<file path="config.mk">
export PLATFORM = sky130hd
export DESIGN_NAME = config_loader
export DESIGN_NICKNAME = d
export VERILOG_FILES = /design/src/rtl/config_loader.sv
export SDC_FILE = /design/constraint.sdc
export NUM_CORES = 1
export LEC_CHECK = 0
export ABC_AREA = 1
export CORE_UTILIZATION = 48
export CTS_CLUSTER_SIZE = 10
export DETAILED_ROUTE_END_ITERATION = 7
export GPL_ROUTABILITY_DRIVEN = 0
export PLACE_DENSITY = 0.87
export SYNTH_ARGS = -nofsm -noshare
export SYNTH_HDL_FRONTEND = slang
export SYNTH_SLANG_ARGS = --single-unit
</file>
<file path="constraint.sdc">
create_clock -name clk -period 1.4 [get_ports clk]
set_input_delay 0.35 -clock clk [delete_from_list [all_inputs] [get_ports clk]]
set_output_delay 0.35 -clock clk [all_outputs]
set_load 0.02 [all_outputs]
</file>
<file path="src/rtl/config_loader.sv">
// Serial configuration-chain loader: streams bytes LSB-first onto prog_in
// with a generated prog_clk, and returns the displaced chain bits as bytes.
module config_loader #(
    parameter int CHAIN_LEN = 48
) (
    input  logic       clk,
    input  logic       rst,
    input  logic       start,
    input  logic [7:0] s_data,
    input  logic       s_valid,
    output logic       s_ready,
    output logic       prog_in,
    output logic       prog_clk,
    output logic       prog_en,
    input  logic       prog_out,
    output logic [7:0] rb_data,
    output logic       rb_valid,
    output logic       busy,
    output logic       done
);

    // at least 3 bits so the low bits always give the byte position
    localparam int CW = ($clog2(CHAIN_LEN + 1) < 3) ? 3 : $clog2(CHAIN_LEN + 1);

    typedef enum logic [2:0] {
        IDLE,
        FETCH,
        LOW,
        HIGH,
        DONE
    } state_t;

    state_t        state;
    state_t        next;
    logic [7:0]    shifter;
    logic [7:0]    rb_shift;
    logic [2:0]    byte_bit;
    logic [CW-1:0] bit_cnt;
    logic [2:0]    rb_pos;
    logic          last_bit;

    assign rb_pos   = bit_cnt[2:0];
    assign last_bit = (bit_cnt == CW'(CHAIN_LEN - 1));

    always_ff @(posedge clk) begin
        if (rst) state <= IDLE;
        else     state <= next;
    end

    always_comb begin
        next = state;
        unique case (state)
            IDLE:  if (start) next = FETCH;
            FETCH: if (s_valid) next = LOW;
            LOW:   next = HIGH;
            HIGH: begin
                if (last_bit)            next = DONE;
                else if (byte_bit == 3'd7) next = FETCH;
                else                     next = LOW;
            end
            DONE:  next = IDLE;
            default: next = IDLE;
        endcase
    end

    always_ff @(posedge clk) begin
        if (rst) begin
            shifter  <= 8'd0;
            rb_shift <= 8'd0;
            rb_data  <= 8'd0;
            rb_valid <= 1'b0;
            byte_bit <= 3'd0;
            bit_cnt  <= '0;
        end else begin
            rb_valid <= 1'b0;
            unique case (state)
                IDLE: begin
                    if (start) begin
                        bit_cnt  <= '0;
                        rb_shift <= 8'd0;
                    end
                end
                FETCH: begin
                    if (s_valid) begin
                        shifter  <= s_data;
                        byte_bit <= 3'd0;
                    end
                end
                LOW: begin
                    // full byte or final chain bit: emit and restart zero-padded
                    if (rb_pos == 3'd7 || last_bit) begin
                        rb_data  <= rb_shift | ({7'd0, prog_out} << rb_pos);
                        rb_valid <= 1'b1;
                        rb_shift <= 8'd0;
                    end else begin
                        rb_shift[rb_pos] <= prog_out;
                    end
                end
                HIGH: begin
                    bit_cnt <= bit_cnt + CW'(1);
                    if (!last_bit && byte_bit != 3'd7) begin
                        shifter  <= {1'b0, shifter[7:1]};
                        byte_bit <= byte_bit + 3'd1;
                    end
                end
                default: ;
            endcase
        end
    end

    assign busy     = (state == FETCH) || (state == LOW) || (state == HIGH);
    assign prog_en  = busy;
    assign s_ready  = (state == FETCH);
    assign prog_clk = (state == HIGH);
    assign done     = (state == DONE);
    assign prog_in  = shifter[0] & ((state == LOW) || (state == HIGH));

endmodule

</file>
Word-level counts from Yosys, hierarchy flattened --
Cells that the tools add are included. W data, S select, Z words.
Operators by class: add/subtract/negate cells 2, $mul 0, div/mod/pow operators 0, magnitude comparators 2, eq/ne operators 11, shift operators 1, muxes and demuxes 20, bitwise gates (word level) 3, reductions and logical operators 17
Operators by type and width (number):
- $mux W8 | 4
- $pmux W8 S2 | 2
- $mux W3 | 5
- $pmux W3 S4 | 1
- $pmux W6 S2 | 1
- $eq A3 B3 Y1 const B | 3
- $bwmux W8 | 1
- $or A8 B8 Y8 | 1
- $reduce_and A2 Y1 | 4
- $shl A1 B3 Y8 | 1
- $add A6 B1 Y6 const B | 1
- $eq A3 B2 Y1 const B | 2
- $eq A6 B6 Y1 const B | 1
- $mux W6 | 1
- $pmux W3 S2 | 1
- $reduce_bool A2 Y1 | 3
- $logic_or A1 B1 Y1 | 4
- $lt A3 B4 Y1 const B | 1
- $ne A2 B2 Y1 const B | 2
- $add A3 B1 Y3 const B | 1
- $demux W1 S3 | 1
- $eq A3 B1 Y1 const B | 1
- $ge A3 B1 Y1 const B | 1
- $logic_not A3 Y1 | 1
- other kinds (10) | 12
Word-level totals: flip-flop bits (word level) 37, latch bits 0, RAM bits 0, bits in read-only memories 0, bits of input ports 13, output and inout bits 15, logic and storage cells 63, memories kept 0

Longest topological paths before layout --
Gate-level depths: netlist (run 1).
depth in word-level cells 7, gate-level depth with buffers 9

Worst setup path after synthesis (run 1) --
OpenSTA, ideal clock, no wires.
path kind reg-to-reg, start point register bit_cnt[0], end point register rb_data[0], setup time 118 ps, arrival time 1401 ps, data required time 1282 ps, slack -118 ps, stages on the path, launching flop included 9, buffers on the path 0, clock period less this slack 1518 ps, cells stage by stage dfxtp_1 > ha_1 > ha_1 > inv_1 > nand2_4 > nand2_2 > inv_2 > o21ai_0 > nor2_1
Between the ends: cells in the longest elaborated chain, start to end 3
RTL lines:
- from (decl) | line 38 | logic [CW-1:0] bit_cnt;
- from (signal assigned) | line 100 | bit_cnt <= bit_cnt + CW'(1);
- $eq A6 B6 Y1 or $eq A3 B3 Y1 (tied branches) | line 43, 91
- $logic_or A1 B1 Y1 | line 91 | if (rb_pos == 3'd7 || last_bit) begin
- $reduce_and A2 Y1 (no line)
- to (signal assigned) | line 92 | rb_data <= rb_shift | ({7'd0, prog_out} << rb_pos);
- to (decl) | line 16 | output logic [7:0] rb_data,
Parallel ways exist; a longest one is shown, timed or not. A chain may end at the register's enable or synchronous reset.

Final worst setup path (run 1) --
start point register state[2], end point register rb_shift[3]
Between the ends: cells in the longest elaborated chain, start to end 3
RTL lines:
- from (decl) | line 33 | state_t state;
- from (signal assigned) | line 47 | else state <= next;
- $eq A3 B2 Y1 or $logic_not A3 Y1 (tied branches) | line 76 | unique case (state)
- $reduce_bool A2 Y1 (no line) or $ne A2 B2 Y1 (tied branches)
- $reduce_and A2 Y1 (no line)
- to (signal, indexed assignment) | line 96 | rb_shift[rb_pos] <= prog_out;
- to (decl) | line 36 | logic [7:0] rb_shift;
Parallel ways exist; a longest one is shown, timed or not.

==> run metrics, run 1 <==
status finished, violations left; failing checks setup timing; Yosys top cell area share 0.401; clock share of power 0.341; Clock Sinks 37; most frequent cell after synthesis nand2_1; Worst Setup End Kind flip-flop; worst hold path type reg -> reg; final worst slack -0.0757 ns; Worst EP arrival 1.70 ns; biggest area consumer among synthesized cells dfxtp_1; fin crit share 1.05; H-Tree Depth 2; Critical Path RT 1.63 ns; clk_lat worst skew ~0.3 ns; Mean Syn Cell Area 7.04 sq um; Hold Crit Endpoint bit_cnt[5]$_SDFFE_PP0P_; Post-synth top flop dfxtp_1; die area ~4100 sq um; CP Max Fanout 8; Pins Over Slew Limit 0; vias post-DR between 2,000 and 2,500; DRT iter0 DRCs between 200 and 250; post-route ant nets 0; Worst R2R End rb_shift[3]$_SDFFE_PP0P_; Netlist Area Pre-Place roughly 1800 sq um; Synth area leaders dfxtp_1, nand2_1, nor2_1; Final Critical Period 1.48 ns; Slew HR 0.837; Via density 5.80; max incr delay on CP 0.38 ns; Worst path most repeated cell nand2_1; NumNets Final 330; Cell Area, Placed 2330 sq um; # DRC 0; post-synthesis async set-or-reset flop share 0; Placed Cells roughly 350; final instance area ~2800 sq um; total track usage 0.257; Chip Height 64.0 um; endpoints failing setup 14; fin cells about 360; Leakage ~1.2 nW; register area share after synthesis 0.401; sequence of cells on the critical path inv_4 -> nand2_4 -> buf_6 -> nor2_4 -> buf_12 -> nand4_1 -> nand2_1 -> nand2_1 -> a21oi_2; Final Hold Violating Endpoints 0; Initial Util 0.504; global-route wire length before repair 8.10 mm; layout cell share with drive strength beyond 1 0.344; combinational power share 0.238; Die Span X between 60 and 70 um; input/output buffers 27; NetSw between 0.0008 and 0.0009 W; Yosys reg bits 37; Final Util 0.764; crit start category flip-flop; pre-CTS WS -0.258 ns; Congestion Overflow GR 0; Syn. warnings 0; CP Buf/Inv Count 3; synth unique cells 25; Worst R2R Start state[2]$_SDFFE_PP0P_; register-to-register setup slack -0.08 ns; Hold Slack 0.481 ns; wire per inst around 16 um; Slew @ Worst Pin roughly 0.24 ns; critical path class reg -> reg; Routed WL between 5 and 6 mm; post-DP HPWL 3.02 mm; R2R depth 9; Core Box Area between 3000 and 4000 sq um; root buffer cell clkbuf_8; total I/O pin count 28; RSZ-0062 raised after global routing true; sequential share of power 0.421; Syn Nets approximately 280; Max-cap violations 0; Synth Instances between 200 and 300; DR pass1 iterations 6; clock-pin slew on the worst setup and hold paths around 0.080 ns; Max Freq 0.678 GHz; Ant. Diodes 0; EDFF count, synth 0; CTS tree done; hold wc startpoint bit_cnt[5]$_SDFFE_PP0P_; synth cell count leaders nand2_1, nor2_1, dfxtp_1, nand3_1; initial antenna violation count 0; Pwr Density about 980 nW/um^2; Max IR drop VDD between 0.9 and 1 mV; Setup Skew just under 0.007 ns; site row count 22; Layout area overhead 51.6%; Worst Hold Depth 2; largest net degree at the start of global routing 23; Num CTS Buffers 5; Bufs on Longest Clock Path 2; Power Internal between 0.0015 and 0.002 W; cell family with most CP delay simple AND/OR/NAND/NOR gates; Switching Fraction 0.312; CP max-delay cell dfxtp_4; vias in the first global route approximately 1,800
-- cell type report --
class | count | area [sq um]
Sequential cell | 37 | 758
Tap cell | 48 | 60.1
Clock inverter | 1 | 7.51
Clock buffer | 7 | 108
Multi-Input combinational cell | 193 | 1240
Inverter | 24 | 128
Fill cell | 220 | 863
Timing Repair Buffer | 51 | 488
Timing Repair inverter | 1 | 8.76
-- state kept, by name, summed over array words and instances, names as in the netlist --
signal and cells:
rb_shift 8, shifter 8, bit_cnt 6, byte_bit 3
rb_valid 1, rb_data 8, state 3
-- worst max-delay path by stage --
| stage | start | endpoint | slack, ns | cells after the start |
|---|---|---|---|---|
| 6_report | state[2]$_SDFFE_PP0P_ | rb_shift[3]$_SDFFE_PP0P_ | -0.08 | 9 |
| 5_1_grt | state[2]$_SDFFE_PP0P_ | rb_shift[3]$_SDFFE_PP0P_ | -0.13 | 9 |
| 4_1_cts | state[0]$_SDFFE_PP0P_ | done | -0.005 | 4 |
| 3_5_place_dp | state[1]$_SDFFE_PP0P_ | busy | -0.26 | 3 |
| 3_3_place_gp | state[1]$_SDFFE_PP0P_ | busy | -0.22 | 3 |
| 2_1_floorplan | bit_cnt[0]$_SDFFE_PP0P_ | shifter[1]$_SDFFE_PP0P_ | 0.01 | 9 |
-- per-layer routing --
layer  vias up  track usage  routed length, um
met2       115        0.436               2930
met4         0        0.131                179
met3        24       0.0464                356
li1        964            -                  -
met5         -            0                  0
met1       995        0.309               2370
-- placed cells by master, fill, tap and decap left out, types with 3 or more instances in the layout --
cell type / synthesis / final
nand2_1: 51 / 47
nor2_1: 42 / 32
dfxtp_1: 37 / 31
nand3_1: 24 / 20
buf_4: 3 / 20
inv_1: 18 / 15
o21ai_1: 2 / 14
a21oi_1: 19 / 12
clkdlybuf4s50_1: 0 / 12
dlygate4sd2_1: 0 / 9
nand2_4: 2 / 8
a21oi_2: 0 / 7
nand4_1: 7 / 7
buf_6: 1 / 7
nor2_4: 1 / 6
o21ai_2: 0 / 6
clkbuf_8: 0 / 6
inv_4: 0 / 5
nand3_2: 1 / 5
nor2_2: 0 / 5
nor3_2: 0 / 4
dfxtp_4: 0 / 4
nor3_4: 1 / 3
nand2_8: 0 / 3
buf_12: 0 / 3
-- tightest hold or removal path, stage by stage (launching register included) --
cell and delay (ns):
dfxtp_1 0.33, nand2_1 0.06, a21oi_1 0.05
-- per-stage QoR --
stage | TNS [ns] | power, W
final | -0.238 | 0.00273
after global routing | -1.75 | 0.00282
after CTS | -0.00577 | 0.00258
after detailed placement | -3.43 | 0.00166
after global placement | -2.88 | 0.00164
after floorplan | 0 | 0.00147
-- power groups by stage --
| stage | Clock (W) | Combinational [W] | Sequential, W |
|---|---|---|---|
| after floorplan | 0 | 0.000309 | 0.00116 |
| after global placement | 0 | 0.000486 | 0.00116 |
| after detailed placement | 0 | 0.000497 | 0.00116 |
| after CTS | 0.000924 | 0.000516 | 0.00114 |
| after global routing | 0.000963 | 0.000698 | 0.00116 |
| final | 0.000930 | 0.000651 | 0.00115 |
-- repair_timing --
action,4_1_cts,5_1_grt
buffers inserted,0,3
endpoints found under the setup margin,42,37
pin swaps,3,24
hold buffers,0,0
cloned,0,3
resized for setup,62,83
-- kinds of logic (layout without fill, tap and decap cells) --
| family | Yosys count | in the layout | synth area share |
|---|---|---|---|
| adders and majority gates | 4 | 4 | 0.0271 |
| buffers and inverters | 34 | 84 | 0.0800 |
| and+or+nand+nor | 145 | 147 | 0.375 |
| DFF | 37 | 37 | 0.401 |
| AOI/OAI and AO/OA | 42 | 42 | 0.117 |
(Power assumes the default switching activity.)
==> run 2, diff against run 1 <==
--- a/config.mk
+++ b/config.mk
@@ -6,11 +6,12 @@
 export NUM_CORES = 1
 export LEC_CHECK = 0
 export ABC_AREA = 1
-export CORE_UTILIZATION = 48
+export CORE_UTILIZATION = 56
 export CTS_CLUSTER_SIZE = 10
 export DETAILED_ROUTE_END_ITERATION = 7
+export DONT_BUFFER_PORTS = 1
 export GPL_ROUTABILITY_DRIVEN = 0
-export PLACE_DENSITY = 0.87
+export PLACE_DENSITY = 0.86
 export SYNTH_ARGS = -nofsm -noshare
 export SYNTH_HDL_FRONTEND = slang
 export SYNTH_SLANG_ARGS = --single-unit
==> run 2 against run 1 <==
  * The run still ends with setup timing left
  * Largest power group unchanged
  * Die area down 14%
  * Via count up 1.0%
  * Sequential share of layout area grew 1.9 points
  * Clock power fell by 26%
  * Non-clock buffer count down 12
==> run metrics, run 2 (synthesized netlist as in run 1, its figures left out) <==
Worst EP arrival 1.22 ns (-0.48 ns); CP Max Fanout 4 (-4); layout cell share with drive strength beyond 1 0.377 (+0.0335); Power Internal 0.00166 W (-11%); Max-cap violations 0 (unchanged); Ant. Diodes 0 (unchanged); clk_lat worst skew 0.38 ns (+0.08 ns); final instance area 2610 sq um (-6.8%); sequence of cells on the critical path buf_6 -> nor3_4 -> buf_6; initial antenna violation count 0 (unchanged); vias in the first global route 1,881 (+4.4%); RSZ-0062 raised after global routing true; Layout area overhead 41.2%; Chip Height 59.4 um (-7.2%); Critical Path RT 1.05 ns (-0.58 ns); Die Span X 59.4 um (-7.2%); H-Tree Depth 2 (unchanged); total I/O pin count 28 (unchanged); sequential share of power 0.461 (+0.040); combinational power share 0.260 (+0.022); Switching Fraction 0.328 (+0.0164); post-route ant nets 0 (unchanged); post-DP HPWL 3.02 mm (-0.11%); Clock Sinks 37 (unchanged); final worst slack -0.174 ns (-0.0985 ns); register area 757 sq um (-0.16%); Final Critical Period 1.57 ns (+0.0985 ns); CP max-delay cell dfxtp_4; failing checks setup timing; site row count 20 (-9.1%); total track usage 0.347 (+0.0900); critical path class reg -> out; CTS tree done; Congestion Overflow GR 0 (unchanged); Max IR drop VDD 0.824 mV (-11%); total power 0.00248 W (-9.2%); fin crit share 1.12 (+0.0703); register-to-register setup slack -0.10 ns (-0.02 ns); Leakage 1.14 nW (-5.5%); Routed WL 6.46 mm (+11%); # DRC 0 (unchanged); NumNets Final 318 (-3.6%); endpoints failing setup 26 (+12); M2 GR Usage 0.552 (+0.116); max incr delay on CP 0.38 ns (about the same); die area 3530 sq um (-14%); Num CTS Buffers 5 (unchanged); GRT met1 Usage 0.423 (+0.114); crit start category flip-flop; status finished, violations left; Pwr Density 951 nW/um^2 (-2.5%); M3 GR Usage 0.0852 (+0.0387); most used routing layer met2; NetSw 0.000814 W (-4.4%); vias post-DR 2,120 (+1.0%); top flop regs rb_data: 8 flops, rb_shift: 8 flops, shifter: 8 flops; Pins Over Slew Limit 0 (unchanged); DRT iter0 DRCs 234 (-3.3%); largest net degree at the start of global routing 21 (-8.7%); wire per inst 18.7 um (+16%); fillcell total 147 (-33%); clock share of power 0.279 (-0.062); worst hold path type in -> reg; Initial Util 0.600 (+0.0955); global-route wire length before repair 8.83 mm (+9.0%); Slew HR 0.800 (-0.0366); Core Box Area 3080 sq um (-16%); most frequent cells in the layout nand2_1, nor2_1, dfxtp_1; Max Freq 0.635 GHz (-6.3%); Worst path most repeated cell buf_6; Via density 6.13 (+5.7%); Slew @ Worst Pin 0.299 ns (+0.0546 ns); Final Hold Violating Endpoints 0 (unchanged); Setup Skew 0.0133 ns (+0.00633 ns); root buffer cell clkbuf_4; DR pass1 iterations 5 (-1); clock-pin slew on the worst setup and hold paths 0.13 ns (+0.05 ns); commonest non-fill, non-tap cell in the layout nand2_1; Cell Area, Placed 2070 sq um (-11%); Worst Setup End Kind primary output; multi-input combinational cell area 1200 sq um (-3.0%); Final Util 0.847 (+0.0826); Bufs on Longest Clock Path 2 (unchanged); input/output buffers 0 (-100%); hold-fix buffers at CTS 0 (unchanged)
-- run 2: final cells by class --
class | instances | area share
Clock buffer | 7 | 0.0250
Clock inverter | 1 | 0.00192
Inverter | 24 | 0.0451
Multi-Input combinational cell | 193 | 0.461
Sequential cell | 37 | 0.290
Tap cell | 44 | 0.0211
Timing Repair Buffer | 39 | 0.153
Timing Repair inverter | 1 | 0.00240
-- run 2: final timing paths --
check	startpoint	endpoint	cells after the start
min	rst	bit_cnt[2]$_SDFFE_PP0P_	1
min reg2reg	bit_cnt[5]$_SDFFE_PP0P_	bit_cnt[5]$_SDFFE_PP0P_	2
max reg2reg	bit_cnt[0]$_SDFFE_PP0P_	rb_shift[1]$_SDFFE_PP0P_	8
max	state[1]$_SDFFE_PP0P_	s_ready	3
-- run 2: worst max-delay path: cells and delay by family (launching register included) --
family	cells	cell delay, ns
flops	1	0.38
buf+inv	2	0.28
simple gates	1	0.19
-- run 2: what timing repair did --
action                                  4_1_cts  5_1_grt
setup buffers                                 7        7
gates cloned                                  3        1
endpoints found under the setup margin       23       42
pin swaps                                    11       22
resized for setup                            34       60
-- run 2: layer usage --
layer | part of all wire | up-vias | routed length [um]
met3 | 0.10 | 30 | 650
met2 | 0.49 | 149 | 3140
met1 | 0.37 | 997 | 2410
li1 | - | 944 | -
met5 | 0 | - | 0
met4 | 0.040 | 0 | 257
-- run 2: power by group through the flow --
stage               clock network, W  logic, W  registers [W]
floorplan                          0  0.000309        0.00116
global placement                   0  0.000402        0.00116
detailed placement                 0  0.000414        0.00116
CTS                         0.000672  0.000515        0.00113
global route                0.000704  0.000682        0.00115
finish                      0.000691  0.000646        0.00114
-- run 2: metrics by stage --
| step | hold WS (ns) | setup WS [ns] | TNS (ns) | std cells |
|---|---|---|---|---|
| final | 0.0137 | -0.174 | -1.81 | 346 |
| after global routing | 0.0210 | -0.209 | -3.09 | 346 |
| after CTS | 0.0298 | -0.171 | -1.24 | 338 |
| after detailed placement | 0.424 | -0.0538 | -0.147 | 320 |
| after global placement | 0.421 | 0.00284 | 0 | 320 |
| after floorplan | 0.439 | 0.0139 | 0 | 262 |
